[src/rtl/sc_point_fsm_gen2.sv]
// Falling-point controller for a COLS x ROWS LED matrix: owns the point position,
// serves left/right/drop/land/pause, and emits Moore strobes to the matrix datapath.
module sc_point_fsm_gen2 #(
    parameter int COLS      = 8,
    parameter int ROWS      = 8,
    parameter bit WRAP      = 1'b0,
    parameter int START_COL = 3,
    localparam int CW = (COLS > 1) ? $clog2(COLS) : 1,
    localparam int RW = (ROWS > 1) ? $clog2(ROWS) : 1
) (
    input  logic          SC_POINTFSM_CLOCK_50,
    input  logic          SC_POINTFSM_RESET_InHigh,
    input  logic          SC_POINTFSM_startButton_InLow,
    input  logic          SC_POINTFSM_leftButton_InLow,
    input  logic          SC_POINTFSM_rightButton_InLow,
    input  logic          SC_POINTFSM_T0_InLow,
    input  logic          SC_POINTFSM_blocked_InLow,
    output logic          SC_POINTFSM_clear_OutLow,
    output logic          SC_POINTFSM_load_OutLow,
    output logic [1:0]    SC_POINTFSM_shiftselection_Out,
    output logic          SC_POINTFSM_upcount_OutLow,
    output logic          SC_POINTFSM_clearCounter_OutLow,
    output logic [CW-1:0] SC_POINTFSM_col_Out,
    output logic [RW-1:0] SC_POINTFSM_row_Out,
    output logic          SC_POINTFSM_paused_Out
);
    typedef enum logic [3:0] {
        S_RESET     = 4'd0,
        S_IDLE      = 4'd1,
        S_INIT      = 4'd2,
        S_RELEASE   = 4'd3,
        S_CHECK     = 4'd4,
        S_LEFT      = 4'd5,
        S_RIGHT     = 4'd6,
        S_DOWN      = 4'd7,
        S_LOAD      = 4'd8,
        S_CLEAR     = 4'd9,
        S_PAUSE_REL = 4'd10,
        S_PAUSE     = 4'd11
    } state_t;

    localparam logic [CW-1:0] L_START = CW'(START_COL);
    localparam logic [CW-1:0] L_CMAX  = CW'(COLS - 1);
    localparam logic [RW-1:0] L_RMAX  = RW'(ROWS - 1);

    state_t        r_state, w_next;
    logic [CW-1:0] r_col;
    logic [RW-1:0] r_row;
    logic          w_left_edge, w_right_edge, w_any_btn;

    assign w_left_edge  = (r_col == '0);
    assign w_right_edge = (r_col == L_CMAX);
    assign w_any_btn    = !SC_POINTFSM_startButton_InLow || !SC_POINTFSM_leftButton_InLow ||
                          !SC_POINTFSM_rightButton_InLow;

    always_ff @(posedge SC_POINTFSM_CLOCK_50) begin
        if (SC_POINTFSM_RESET_InHigh) r_state <= S_RESET;
        else                          r_state <= w_next;
    end

    // Position registers change on the edge leaving the state that owns the update.
    always_ff @(posedge SC_POINTFSM_CLOCK_50) begin
        if (SC_POINTFSM_RESET_InHigh) begin
            r_col <= L_START;
            r_row <= '0;
        end else begin
            case (r_state)
                S_INIT, S_CLEAR: begin
                    r_col <= L_START;
                    r_row <= '0;
                end
                S_LEFT:  if (WRAP || !w_left_edge)  r_col <= w_left_edge ? L_CMAX : r_col - CW'(1);
                S_RIGHT: if (WRAP || !w_right_edge) r_col <= w_right_edge ? '0 : r_col + CW'(1);
                S_DOWN:  if (r_row != L_RMAX) r_row <= r_row + RW'(1);
                default: ;
            endcase
        end
    end

    always_comb begin
        w_next = r_state;
        case (r_state)
            S_RESET:     w_next = S_IDLE;
            S_IDLE:      if (!SC_POINTFSM_startButton_InLow) w_next = S_INIT;
            S_INIT:      w_next = S_RELEASE;
            S_RELEASE:   if (!w_any_btn) w_next = S_CHECK;
            S_CHECK: begin
                if (!SC_POINTFSM_T0_InLow && (r_row == L_RMAX || !SC_POINTFSM_blocked_InLow))
                    w_next = S_LOAD;
                else if (!SC_POINTFSM_T0_InLow)          w_next = S_DOWN;
                else if (!SC_POINTFSM_leftButton_InLow)  w_next = S_LEFT;
                else if (!SC_POINTFSM_rightButton_InLow) w_next = S_RIGHT;
                else if (!SC_POINTFSM_startButton_InLow) w_next = S_PAUSE_REL;
            end
            S_LEFT, S_RIGHT: w_next = S_RELEASE;
            // Back to CHECK without a release wait so a held move is served next.
            S_DOWN:      w_next = S_CHECK;
            S_LOAD:      w_next = S_CLEAR;
            S_CLEAR:     w_next = S_RELEASE;
            S_PAUSE_REL: if (SC_POINTFSM_startButton_InLow) w_next = S_PAUSE;
            S_PAUSE:     if (!SC_POINTFSM_startButton_InLow) w_next = S_RELEASE;
            default:     w_next = S_RESET;
        endcase
    end

    always_comb begin
        SC_POINTFSM_clear_OutLow        = 1'b1;
        SC_POINTFSM_load_OutLow         = 1'b1;
        SC_POINTFSM_shiftselection_Out  = 2'b11;
        SC_POINTFSM_upcount_OutLow      = 1'b1;
        SC_POINTFSM_clearCounter_OutLow = 1'b1;
        SC_POINTFSM_paused_Out          = 1'b0;
        case (r_state)
            S_INIT: begin
                SC_POINTFSM_clear_OutLow        = 1'b0;
                SC_POINTFSM_clearCounter_OutLow = 1'b0;
            end
            S_LEFT:      if (WRAP || !w_left_edge)  SC_POINTFSM_shiftselection_Out = 2'b01;
            S_RIGHT:     if (WRAP || !w_right_edge) SC_POINTFSM_shiftselection_Out = 2'b10;
            S_DOWN:      SC_POINTFSM_upcount_OutLow      = 1'b0;
            S_LOAD:      SC_POINTFSM_load_OutLow         = 1'b0;
            S_CLEAR:     SC_POINTFSM_clearCounter_OutLow = 1'b0;
            S_PAUSE_REL, S_PAUSE: SC_POINTFSM_paused_Out = 1'b1;
            default: ;
        endcase
    end

    assign SC_POINTFSM_col_Out = r_col;
    assign SC_POINTFSM_row_Out = r_row;
endmodule

[config.mk]
export PLATFORM = sky130hd
export DESIGN_NAME = sc_point_fsm_gen2
export DESIGN_NICKNAME = d
export VERILOG_FILES = /design/src/rtl/sc_point_fsm_gen2.sv
export SDC_FILE = /design/constraint.sdc
export NUM_CORES = 1
export LEC_CHECK = 0
export BUFFER_PORTS_ARGS = -buffer_cell sky130_fd_sc_hd__buf_4
export CAP_MARGIN = 20
export CORE_MARGIN = 2
export CORE_UTILIZATION = 50
export DETAILED_ROUTE_END_ITERATION = 12
export PLACE_DENSITY = 0.77
export SYNTH_ARGS = -nofsm -noshare
export SYNTH_HDL_FRONTEND = slang
export SYNTH_SLANG_ARGS = --single-unit
export TNS_END_PERCENT = 100
[constraint.sdc]
create_clock -name SC_POINTFSM_CLOCK_50 -period 2.3 [get_ports SC_POINTFSM_CLOCK_50]
set_clock_uncertainty 0.15 [all_clocks]
set_input_delay 0.345 -clock SC_POINTFSM_CLOCK_50 [delete_from_list [all_inputs] [get_ports SC_POINTFSM_CLOCK_50]]
set_output_delay 0.345 -clock SC_POINTFSM_CLOCK_50 [all_outputs]
set_load 0.03 [all_outputs]
==> run summary <==
CLOCK TREE
-----------------------------------------------------------------------------------------------------------------
Worst-Skew Late Latency                                                                                   0.27 ns
Clock sink count                                                                                               10
Count of hold-fix buffers inserted at cts                                                                       0
Post-CTS Resized                                                                                                0
Clock transition time at the flip-flop clock pins of the worst setup and hold paths                       0.07 ns
Total CTS buffers                                                                                               3
Clk Tree Root Cell                                                                                       clkbuf_4
Post-CTS repair timing setup buffer count                                                                       0
Clock tree from TritonCTS                                                                                     yes
Number of H-tree levels                                                                                         1
CTS max path bufs                                                                                               2

FLOORPLAN
-----------------------------------------------------------------------------------------------------------------
Die width                                                                                                44.86 um
Ports placed on the boundary                                                                                   20
Overall die area                                                                                         2012 um2
Initial Utilization                                                                                        54.14%
Floorplan row count                                                                                            14
Area of the core                                                                                         1541 um2
Die Height                                                                                               44.86 um

STA
-----------------------------------------------------------------------------------------------------------------
Number of hold-slack violations in the final timing report                                                      0
Slew at the pin closest to its max-slew limit                                                           0.5148 ns
Unrepaired setup endpoints after global routing                                                                no
Post-route setup TNS                                                                                         0 ns
Final Slew Violations                                                                                           0
Fmax                                                                                                    463.4 MHz
Tightest slew margin relative to the limit                                                                 65.42%
Minimum clock period                                                                                     2.158 ns
Fin worst setup slack                                                                                   0.1421 ns
Final Cycle Share                                                                                          93.82%
Setup violators final                                                                                           0

GLOBAL ROUTE
-----------------------------------------------------------------------------------------------------------------
Combined global-route utilization of all metal layers                                                      23.38%
Total congestion overflow after global routing                                                                  0
Number of antenna violations at the first check in global routing                                               0
Pin count of the biggest net entering global routing                                                           16
First-pass GRT wire length                                                                                3463 um
Number of global-route vias before repair                                                                     785

YOSYS
-----------------------------------------------------------------------------------------------------------------
Arithmetic-cell share of the synthesized area counting full adders, half adders and majority gates         5.397%
Number of instances in the synthesized netlist                                                                101
Average size of a mapped cell                                                                           8.263 um2
#FFs+latches synth                                                                                             10
Leading register cell type out of synthesis                                                               dfxtp_1
Mux cell area share after synthesis                                                                        5.997%
Number of synthesis warnings                                                                                    0
Number of synthesized flops with an enable pin                                                                  0
Post-synth net total                                                                                          111
Post-synthesis share of cell area spent on and, or, nand and nor gates                                     38.53%
Synthesized area                                                                                        834.6 um2
Unique cell type count in the Yosys netlist                                                                    43
Portion of the post-synthesis area used by sequential elements                                             23.99%
XOR/XNOR share of the synthesized area                                                                     3.148%
Complex-gate fraction of the synthesized area                                                              19.19%
Dominant combinational cell family by area after synthesis                                           simple AND/OR/NAND/NOR gates
Share of flip-flops with an asynchronous set or reset                                                          0%

CELLS AND AREA
-----------------------------------------------------------------------------------------------------------------
Fillers                                                                                                       133
Flip-flop and latch area                                                                                200.2 um2
Ratio of cells with drive above 1 in the final layout                                                      28.93%
Diodes inserted                                                                                                 0
Commonest cells after routing, fill and taps aside                                                   buf_4 (21), nand3_1 (11), dfxtp_1 (10)
Post-layout nets                                                                                              132
Area Growth Syn to Fin                                                                                     22.79%
Cell area after layout                                                                                   1025 um2
Post-Layout Cell Count                                                                                        137
Area of combinational cells with multiple inputs                                                        603.1 um2
Leading cell type in the layout, fill and taps excluded                                                     buf_4

WORST SETUP PATH
-----------------------------------------------------------------------------------------------------------------
Max stage delay on crit path                                                                              0.48 ns
Depth of the worst register-to-register path                                                                    7
Crit. End Element                                                                                      output pin
Arrival time of data at the critical path endpoint                                                        1.66 ns
Most common cell on crit path                                                                               buf_4
Number of gates on the worst path with buffers counted                                                          4
Crit path max fanout                                                                                           13
Worst Path Class, Setup                                                                                reg -> out
Crit-path cells                                                                                      buf_4 -> or4b_4 -> a21boi_4 -> buf_4
Crit path required time                                                                                   1.80 ns
Highest-delay cell along the critical path                                                                 or4b_4
Kind of cell adding the most delay to the critical path                                              simple AND/OR/NAND/NOR gates
Worst-case register-to-register setup slack                                                               0.19 ns
Category of the worst setup path launch point                                                           flip-flop
Crit path buffers/inverters                                                                                     2

POWER
-----------------------------------------------------------------------------------------------------------------
Switching power share of the total                                                                         40.65%
Switching power of the nets                                                                              321.4 uW
Lkg Pwr                                                                                                 0.3984 nW
Power after layout                                                                                       790.7 uW
Worst ir drop on vdd                                                                                     475.3 uV
Part of the power in combinational logic                                                                    48.8%
Power per cell area                                                                                  771.6 nW/um2
Part of the total power dissipated in the clock network                                                     20.9%
Sequential power share                                                                                      30.2%
Internal power component                                                                                 469.3 uW

PLACE
-----------------------------------------------------------------------------------------------------------------
Number of cells in the design after placement                                                                 133
IO Port Bufs                                                                                                   19
Area after DPL                                                                                          988.4 um2
Hpwl dp                                                                                                   1491 um
Placer congestion estimate                                                                                 0.7764
Setup slack after placement                                                                             0.2422 ns

DETAILED ROUTING
-----------------------------------------------------------------------------------------------------------------
Wire per inst                                                                                            14.54 um
Final routed wirelength across all metal layers                                                           1992 um
Number of vias in the routed layout                                                                           847
Number of nets with antenna violations after routing                                                            0
TritonRoute pass-1 iters                                                                                        4
Number of violations reported at the end of detailed-routing iteration 0                                       14
Mean number of vias per cell                                                                                6.182
Number of remaining DRC errors                                                                                  0

HOLD PATH
-----------------------------------------------------------------------------------------------------------------
Classification of the worst-slack hold path                                                             in -> reg
Worst Hold Depth                                                                                                2

FLOW RUN
-----------------------------------------------------------------------------------------------------------------
Number of maximum-capacitance constraint violations                                                             0

OUTCOME
-----------------------------------------------------------------------------------------------------------------
Result of the run                                                                                    finished, final reports clean

## cells in the mapped netlist, drive strengths merged, types with 2 or more instances
cell type,instances,area [um2]
a221oi,3,43.80
a21oi,5,25.02
nand2b,5,31.28
and4bb,2,25.02
nand2,8,30.03
nand3,11,55.05
ha,2,25.02
mux2i,5,50.05
xnor2,2,17.52
nand4,2,12.51
buf,4,20.02
inv,2,7.500
o21ai,2,10.01
and3,2,12.51
and2b,2,16.27
nor3,3,15.01
a21boi,2,26.28
dfxtp,10,200.2
nor3b,2,15.01
nor2,9,36.29
## cell type report
cell class | instances | area share, %
sequential | 10 | 19.54
inverter | 2 | 0.7326
tap | 16 | 1.954
clock buffer | 4 | 3.541
timing repair buffer | 21 | 15.38
multi-input combinational | 84 | 58.85
## worst reg2reg max path, cell delays in order (launching register included)
cell and delay, ns:
dfxtp_1 0.44, and4bb_2 0.43, inv_2 0.08, fa_1 0.42, a21oi_1 0.16, mux2i_1 0.09, mux2i_1 0.14, a22o_1 0.16
## power groups by stage
stage	registers (mW)	logic [mW]	clock network (mW)
floorplan	0.215	0.317	0
global placement	0.238	0.380	0
detailed placement	0.241	0.383	0
CTS	0.237	0.386	0.169
global route	0.244	0.419	0.173
finish	0.239	0.386	0.166
## metrics by stage
stage	hold WS, ns	util (%)
4_1_cts	0.1944	66.48
3_5_place_dp	0.3437	64.12
5_1_grt	0.2156	66.48
2_1_floorplan	0.3693	-
3_3_place_gp	0.3289	64.12
6_report	0.1936	66.48
## kinds of logic after synthesis
kind of cell             after synthesis
AND/OR/NAND/NOR                       54
AO/OA/AOI/OAI                         19
flip-flops                            10
buffers and inverters                  7
multiplexers                           5
XOR/XNOR                               3
adder cells (fa/ha/maj)                3
## metal layers
metal | part of all wire, % | track usage, % | up-vias
met5 | 0 | 0 | -
met4 | 2.1 | 10.59 | 0
met3 | 3.9 | 3.600 | 5
met2 | 51 | 41.16 | 22
met1 | 43 | 27.83 | 404
li1 | - | - | 416
## sequential cells by signal (all words and copies together), names as in the netlist
register             flops
SC_POINTFSM_row_Out      3
r_state                  4
SC_POINTFSM_col_Out      3
## path summary, 6_finish.rpt
kind,end,start
worst max-delay path,SC_POINTFSM_clearCounter_OutLow,r_state[1]
worst max register to register,SC_POINTFSM_col_Out[2],r_state[0]
worst min-delay path,r_state[2],SC_POINTFSM_RESET_InHigh
worst min register to register,SC_POINTFSM_row_Out[2],SC_POINTFSM_row_Out[2]
(Power assumes the default switching activity.)
